--- config.mk ---
export PLATFORM = sky130hd
export DESIGN_NAME = pulse_meter
export DESIGN_NICKNAME = d
export VERILOG_FILES = /design/src/rtl/pulse_meter_pkg.sv /design/src/rtl/pulse_meter_edge.sv /design/src/rtl/pulse_meter.sv
export SDC_FILE = /design/constraint.sdc
export NUM_CORES = 1
export LEC_CHECK = 0
export ABC_CLOCK_PERIOD_IN_PS = 2050
export CAP_MARGIN = 15
export CORE_UTILIZATION = 50
export DETAILED_ROUTE_END_ITERATION = 10
export PLACE_DENSITY = 0.74
export SETUP_SLACK_MARGIN = 0.2
export SLEW_MARGIN = 0
export SYNTH_ARGS = -nofsm -noshare
export SYNTH_HDL_FRONTEND = slang
export SYNTH_SLANG_ARGS = --single-unit
--- constraint.sdc ---
create_clock -name CLK -period 2.05 [get_ports CLK]
set_input_delay 0.205 -clock CLK [delete_from_list [all_inputs] [get_ports CLK]]
set_output_delay 0.205 -clock CLK [all_outputs]
set_load 0.02 [all_outputs]
--- src/rtl/pulse_meter_pkg.sv ---
// Shared definitions for the pulse width meter: FSM state encoding and
// default geometry.
package pulse_meter_pkg;

  typedef enum logic [1:0] {
    IDLE = 2'd0,
    MEAS = 2'd1,
    DONE = 2'd2
  } state_e;

  localparam int W_DEF         = 8;
  localparam int MIN_WIDTH_DEF = 1;

endpackage

--- src/rtl/pulse_meter_edge.sv ---
// Input front end for the pulse meter: registers PIN and flags its rising
// edge. Define PULSE_METER_SYNC_EN for a 2-flop synchronizer on PIN when it
// comes from a source asynchronous to CLK; otherwise PIN is registered once.
module pulse_meter_edge (
  input  logic CLK,
  input  logic R_N,
  input  logic PIN,
  output logic pin_q,
  output logic rise
);

  logic pin_d_q;

`ifdef PULSE_METER_SYNC_EN
  logic pin_meta_q;

  // Two-stage synchronizer followed by the one-cycle delay used for edge detect.
  always_ff @(posedge CLK or negedge R_N) begin
    if (!R_N) begin
      pin_meta_q <= 1'b0;
      pin_q      <= 1'b0;
      pin_d_q    <= 1'b0;
    end else begin
      pin_meta_q <= PIN;
      pin_q      <= pin_meta_q;
      pin_d_q    <= pin_q;
    end
  end
`else
  // Single input register followed by the one-cycle delay used for edge detect.
  always_ff @(posedge CLK or negedge R_N) begin
    if (!R_N) begin
      pin_q   <= 1'b0;
      pin_d_q <= 1'b0;
    end else begin
      pin_q   <= PIN;
      pin_d_q <= pin_q;
    end
  end
`endif

  assign rise = pin_q & ~pin_d_q;

endmodule

--- src/rtl/pulse_meter.sv ---
// Pulse width meter: counts how many CLK samples PIN stays high and hands the
// width to a consumer through a VALID/READY handshake. Widths saturate at
// 2^W-1 with OVF set; pulses shorter than MIN_WIDTH are dropped silently;
// a rising edge while a result is pending is dropped and flagged on MISS.
// Build option PULSE_METER_SYNC_EN (in pulse_meter_edge) adds a synchronizer
// stage on PIN and one cycle of latency.
module pulse_meter
  import pulse_meter_pkg::*;
#(
  parameter int W         = W_DEF,
  parameter int MIN_WIDTH = MIN_WIDTH_DEF
) (
  input  logic         CLK,
  input  logic         R_N,
  input  logic         PIN,
  output logic [W-1:0] RESULT,
  output logic         OVF,
  output logic         VALID,
  input  logic         READY,
  output logic         MISS
);

  localparam logic [W-1:0] CNT_MAX = {W{1'b1}};
  localparam logic [W-1:0] CNT_ONE = W'(1);
  localparam logic [W:0]   MIN_CMP = MIN_WIDTH[W:0];

  state_e       state_q, state_d;
  logic [W-1:0] count_q;
  logic         ovf_q;
  logic [W-1:0] result_q;
  logic         ovf_out_q;
  logic         valid_q;
  logic         miss_q;

  logic pin_q;
  logic rise;
  logic meets_min;
  logic load_cnt, inc_cnt, capture, ack, miss_d;

  pulse_meter_edge u_edge (
    .CLK   (CLK),
    .R_N   (R_N),
    .PIN   (PIN),
    .pin_q (pin_q),
    .rise  (rise)
  );

  assign meets_min = ({1'b0, count_q} >= MIN_CMP);

  // State register.
  always_ff @(posedge CLK or negedge R_N) begin
    if (!R_N) state_q <= IDLE;
    else      state_q <= state_d;
  end

  // Next-state: a measurement only starts on a fresh rise seen in IDLE.
  always_comb begin
    state_d = state_q;
    case (state_q)
      IDLE: if (rise) state_d = MEAS;
      MEAS: if (!pin_q) state_d = meets_min ? DONE : IDLE;
      DONE: if (valid_q && READY) state_d = IDLE;
      default: state_d = IDLE;
    endcase
  end

  // FSM outputs: datapath controls derived from the current state.
  always_comb begin
    load_cnt = 1'b0;
    inc_cnt  = 1'b0;
    capture  = 1'b0;
    ack      = 1'b0;
    miss_d   = 1'b0;
    case (state_q)
      IDLE: load_cnt = rise;
      MEAS: begin
        inc_cnt = pin_q;
        capture = !pin_q && meets_min;
      end
      DONE: begin
        ack    = valid_q && READY;
        miss_d = rise;
      end
      default: ;
    endcase
  end

  // Width counter with sticky overflow, result registers and MISS strobe.
  always_ff @(posedge CLK or negedge R_N) begin
    if (!R_N) begin
      count_q   <= '0;
      ovf_q     <= 1'b0;
      result_q  <= '0;
      ovf_out_q <= 1'b0;
      valid_q   <= 1'b0;
      miss_q    <= 1'b0;
    end else begin
      if (load_cnt) begin
        count_q <= CNT_ONE;
        ovf_q   <= 1'b0;
      end else if (inc_cnt) begin
        if (count_q == CNT_MAX) ovf_q   <= 1'b1;
        else                    count_q <= count_q + CNT_ONE;
      end else if (ack) begin
        ovf_q <= 1'b0;
      end

      if (capture) begin
        result_q  <= count_q;
        ovf_out_q <= ovf_q;
        valid_q   <= 1'b1;
      end else if (ack) begin
        valid_q <= 1'b0;
      end

      miss_q <= miss_d;
    end
  end

  assign RESULT = result_q;
  assign OVF    = ovf_out_q;
  assign VALID  = valid_q;
  assign MISS   = miss_q;

endmodule

After elaboration in Yosys (flattened, before gate mapping)
Index checks and enable logic that the tools add are counted.
Storage, ports and cells
  register bits: 24
  input bits: 4
  output and inout port bits: 11
  word-level logic and storage cells: 49
Operators by class
  $add $sub $neg: 1
  magnitude comparators: 1
  equality and inequality tests: 8
  mux-type cells: 18
  bitwise gates (word level): 2
  reduce and logical (&&, ||, !) cells: 10
Operator list (number)
  2-to-1 mux 8 bit: 3
  2-to-1 mux 1 bit: 10
  adder 8 x 1 -> 8 bit (second input constant): 1
  == test 8 bit (second input constant): 1
  greater-or-equal comparator 8 x 1 -> 1 bit (second input constant): 1
  2-to-1 mux 2 bit: 4
  != test 2 bit (second input constant): 4
  case mux 2 bit (3 select lines): 1
  AND reduction 2 bit: 2
  nonzero test 2 bit: 2
  != test 3 x 2 -> 1 bit (second input constant): 1
  AND reduction 3 bit: 1
  nonzero test 3 bit: 1
  == test 2 x 1 -> 1 bit (second input constant): 1
  == test 2 bit (second input constant): 1
  logical AND 1 bit: 2
  logical NOT 2 bit: 1
  AND 1 bit: 1
  logical NOT 1 bit: 1
  inverter 1 bit: 1

Logic depth before layout (Yosys ltp)
Gate-level depths: netlist (run 1).
  depth after elaboration: 5
  gate-level depth with buffers: 6
  gate-level depth less buffers: 5

Hierarchy
A second synthesis (run 1) with hierarchy kept.
Second synthesis, totals
  cell total of the unflattened synthesis: 99
  area total of the unflattened synthesis: 1164.9 um^2
Modules (own cells, without submodules)
  pulse_meter: instances 1, cells an instance 96, area an instance 1101.1 um^2, sequential area each 550.5 um^2
  pulse_meter_edge: instances 1, cells an instance 3, area an instance 63.8 um^2, sequential area each 50.0 um^2

Worst setup path before layout (run 1)
OpenSTA, ideal clock, no wires.
  path kind: flip-flop to flip-flop
  from: reg count_q[0]
  to: reg result_q[2] (netlist: RESULT[2])
  data arrival time: 1686 ps
  data required time: 1925 ps
  setup slack: 239 ps
  cell stages (with the launch flop): 7
  path buffers: 1
  clock period less this slack: 1811 ps
  cell sequence: dfrtp_1 > inv_1 > ha_1 > nor4b_1 > a2111oi_2 > buf_4 > mux2_2
On the way
  word-level cells in the longest chain between the ends: 3
RTL lines
  from (decl): line pulse_meter.sv:28  | logic [W-1:0] count_q;
  from (signal assigned): line pulse_meter.sv:103  | else count_q <= count_q + CNT_ONE;
  greater-or-equal comparator 8 x 1 -> 1 bit: line pulse_meter.sv:48  | assign meets_min = ({1'b0, count_q} >= MIN_CMP);
  logical AND 1 bit: line pulse_meter.sv:78  | capture = !pin_q && meets_min;
  2-to-1 mux 1 bit: line pulse_meter.sv:74  | case (state_q)
  to (signal assigned): line pulse_meter.sv:109  | result_q <= count_q;
  to (decl): line pulse_meter.sv:30  | logic [W-1:0] result_q;
No other way between the ends.
A chain may end at the register's enable or synchronous reset.

Worst setup path in the final report (run 1)
  from: reg count_q[1]
  to: reg result_q[5] (netlist: RESULT[5])
The elaborated chain is that of the path after synthesis.

==> results by group, run 1 <==
Final layout
  – Filler cells: 140
  – Register area: 600.6 µm²
  – Area Overhead vs Synth: 35.87%
  – Antenna cells: 0
  – Final nets: 128
  – Commonest non-fill, non-tap cell in the layout: dfrtp_1
  – Commonest non-fill, non-tap cells in the layout: dfrtp_1, clkdlybuf4s50_1, mux2_4
  – Layout cell share with drive strength beyond 1: 30.83%
  – Multi-input logic area: 578.1 µm²

Critical path
  – R2r worst-path depth: 6
  – Crit-path max FO: 5
  – Startpoint types: flop
  – Reg2reg setup slack: 220 ps
  – Setup crit end kind: flop
  – FF-to-FF Start: count_q[1]
  – Worst R2R End: RESULT[5]
  – CP arrival: 2050 ps
  – Worst Path Class, Setup: reg2reg
  – Critical Path RT: 2270 ps

Routing
  – DRT iter0 DRCs: 9
  – Via density: 5.776
  – Routed Antenna Nets: 0
  – Initial DRT Pass Iterations: 4
  – Routed len/inst: 18.43 µm
  – # DRC: 0
  – Final WL: 2709 µm
  – Routed via count: 849

Clocking
  – CTS sink count: 24
  – Clock Root Buffer: clkbuf_4
  – Max clock buf depth: 2
  – CTS clk-pin slew, worst paths: 140 ps
  – Num CTS Buffers: 3
  – Clk_lat worst skew: 330 ps
  – CTS tree: yes
  – Max H-tree Level: 1

Synth
  – Leading area contributor after synthesis: dfrtp_1
  – Synthesized area: 1102 µm²
  – Ys flop type: dfrtp_1
  – Post-Syn Nets: 101
  – Ranking of synthesized cells by area: dfrtp_1, mux2_2, ha_1
  – Syn_area_per_cell: 11.73 µm²
  – Sequential share of the synthesized area: 54.48%
  – Synth top area share: 54.48%
  – Asr flop ratio synth: 100.0%
  – Synth cell types: 35
  – EDFF count, synth: 0
  – Synth warn: 0
  – Syn Inst Count: 94
  – Yosys reg bits: 24

Pwr
  – Gate power share: 42.6%
  – Design Power: 0.001577 W
  – Sw power: 0.0005593 W
  – Sw Share: 35.47%
  – Internal Power: 0.001018 W
  – Worst VDD drop: 727.9 µV
  – Seq pwr share: 41.1%
  – Clk network pwr share: 16.3%
  – Cell leakage power: 0.6639 nW
  – Cell Pwr Density: 1053 nW/µm²

Timing
  – Fin crit period: 1828 ps
  – Fin. Hold Viols: 0
  – Slew HR: 76.90%
  – Max-slew violations: 0
  – Fin crit share: 89.19%
  – Clock Skew: 9.078 ps
  – Sum Neg Setup Slack: 0 ps
  – FMAX: 546.9 MHz
  – Slew @ Worst Pin: 346.5 ps
  – RSZ-0062 raised after global routing: no
  – Setup Viol. Count Final: 0

Job
  – Max cap viols: 0

Place
  – I/O Buffers: 14
  – DP HPWL: 1453 µm
  – Gpl congestion: 0.7976

Floorplanning
  – Core area: 2022 µm²
  – Die height: 48.96 µm
  – Initial Util: 54.52%
  – Io pins: 15
  – Die width: 48.96 µm
  – Row cnt: 16
  – Die ar.: 2397 µm²

Global route
  – Vias in the first global route: 886
  – Global-route wire length before repair: 4402 µm
  – Largest net degree at the start of global routing: 25
  – Congestion Overflow GR: 0
  – GRT Resource Usage Total: 24.60%
  – Initial antenna violation count: 0

Worst hold path
  – HP Class: in2async

Status
  – Status: finished, final reports clean
## worst max path at each step
stage,start,endpoint,slack [ps],cells past startpoint
finish,count_q[1],RESULT[5],220,6
global route,count_q[1],RESULT[5],180,6
CTS,count_q[0],RESULT[7],220,6
detailed placement,count_q[0],RESULT[7],80,6
global placement,count_q[0],RESULT[1],190,6
floorplan,count_q[0],RESULT[2],240,6
## layer usage
| metal | vias to the layer above | GRT usage (%) | routed length, µm |
|---|---|---|---|
| li1 | 387 | - | - |
| met1 | 427 | 31.75 | 1119 |
| met2 | 27 | 42.59 | 1350 |
| met3 | 8 | 3.427 | 146 |
| met4 | 0 | 7.843 | 93 |
| met5 | - | 0 | 0 |
## critical path, stage by stage (launching register included)
cell and delay [ps]:
dfrtp_1 400, inv_1 100, ha_2 200, nor4b_4 140
a2111oi_4 380, buf_6 190, mux2_4 300
## synth_stat cells, drive strengths merged (3+ instances only)
library cell	n
ha	3
dfrtp	24
nand2	7
o31ai	3
nand3	5
inv	4
a21oi	3
mux2	9
o21ai	3
nor2	5
o211ai	4
## stage by stage
stage | hold WS (ps) | area (µm²) | std cells | util [%] | setup slack (ps)
after global placement | 468.7 | 1282 | 135 | 63.43 | 194.5
after CTS | 239.1 | 1444 | 145 | 71.41 | 219.8
after global routing | 246.4 | 1498 | 147 | 74.07 | 181.6
after floorplan | -90.59 | 1102 | 94 | - | 239.0
final | 209.4 | 1498 | 147 | 74.07 | 221.6
after detailed placement | 475.1 | 1282 | 135 | 63.43 | 78.80
## logic make-up (layout without fill, tap and decap cells)
| group | Yosys count | in the layout | share of synthesized area (%) |
|---|---|---|---|
| and+or+nand+nor | 31 | 31 | 16.69 |
| DFF | 24 | 24 | 54.48 |
| adders and majority gates | 3 | 3 | 3.406 |
| xor gates and xnor gates | 2 | 2 | 1.589 |
| muxes | 10 | 10 | 10.10 |
| buffers and inverters | 7 | 33 | 2.837 |
| AOI/OAI and AO/OA | 17 | 17 | 10.90 |
## layout make-up
| class | instances | share of cell area (%) |
|---|---|---|
| repair buffers | 25 | 15.62 |
| flip-flops and latches | 24 | 40.10 |
| clock buffers | 4 | 2.423 |
| well taps | 27 | 2.256 |
| inverters | 4 | 1.003 |
| multi-input cells | 63 | 38.60 |
## repair_timing
item	in CTS	in global routing
cloned	1	0
pin swaps	2	1
setup endpoints to repair	15	11
resized for setup	19	8
hold buffers	0	0
setup buffers	5	2
## power by group through the flow
stage | logic, W | registers [W] | clock network, W
after global routing | 0.000714 | 0.000658 | 0.000273
after CTS | 0.000585 | 0.000640 | 0.000250
final | 0.000671 | 0.000648 | 0.000258
after floorplan | 0.000228 | 0.000688 | 0
after detailed placement | 0.000435 | 0.000651 | 0
after global placement | 0.000427 | 0.000644 | 0
## flip-flops by register name, indices dropped and copies added, names as in the netlist
register and count:
MISS 1, VALID 1, u_edge.pin_d_q 1, count_q 8
state_q 2, ovf_q 1, OVF 1, RESULT 8
u_edge.pin_q 1
Note: power is estimated with default switching activity, not from simulation.
==> run 2, diff against run 1 <==
Settings changed: CAP_MARGIN 15 to 0.
==> results of run 2 <==
Same layout as run 1: the final DEF is identical, and so are final timing and power.
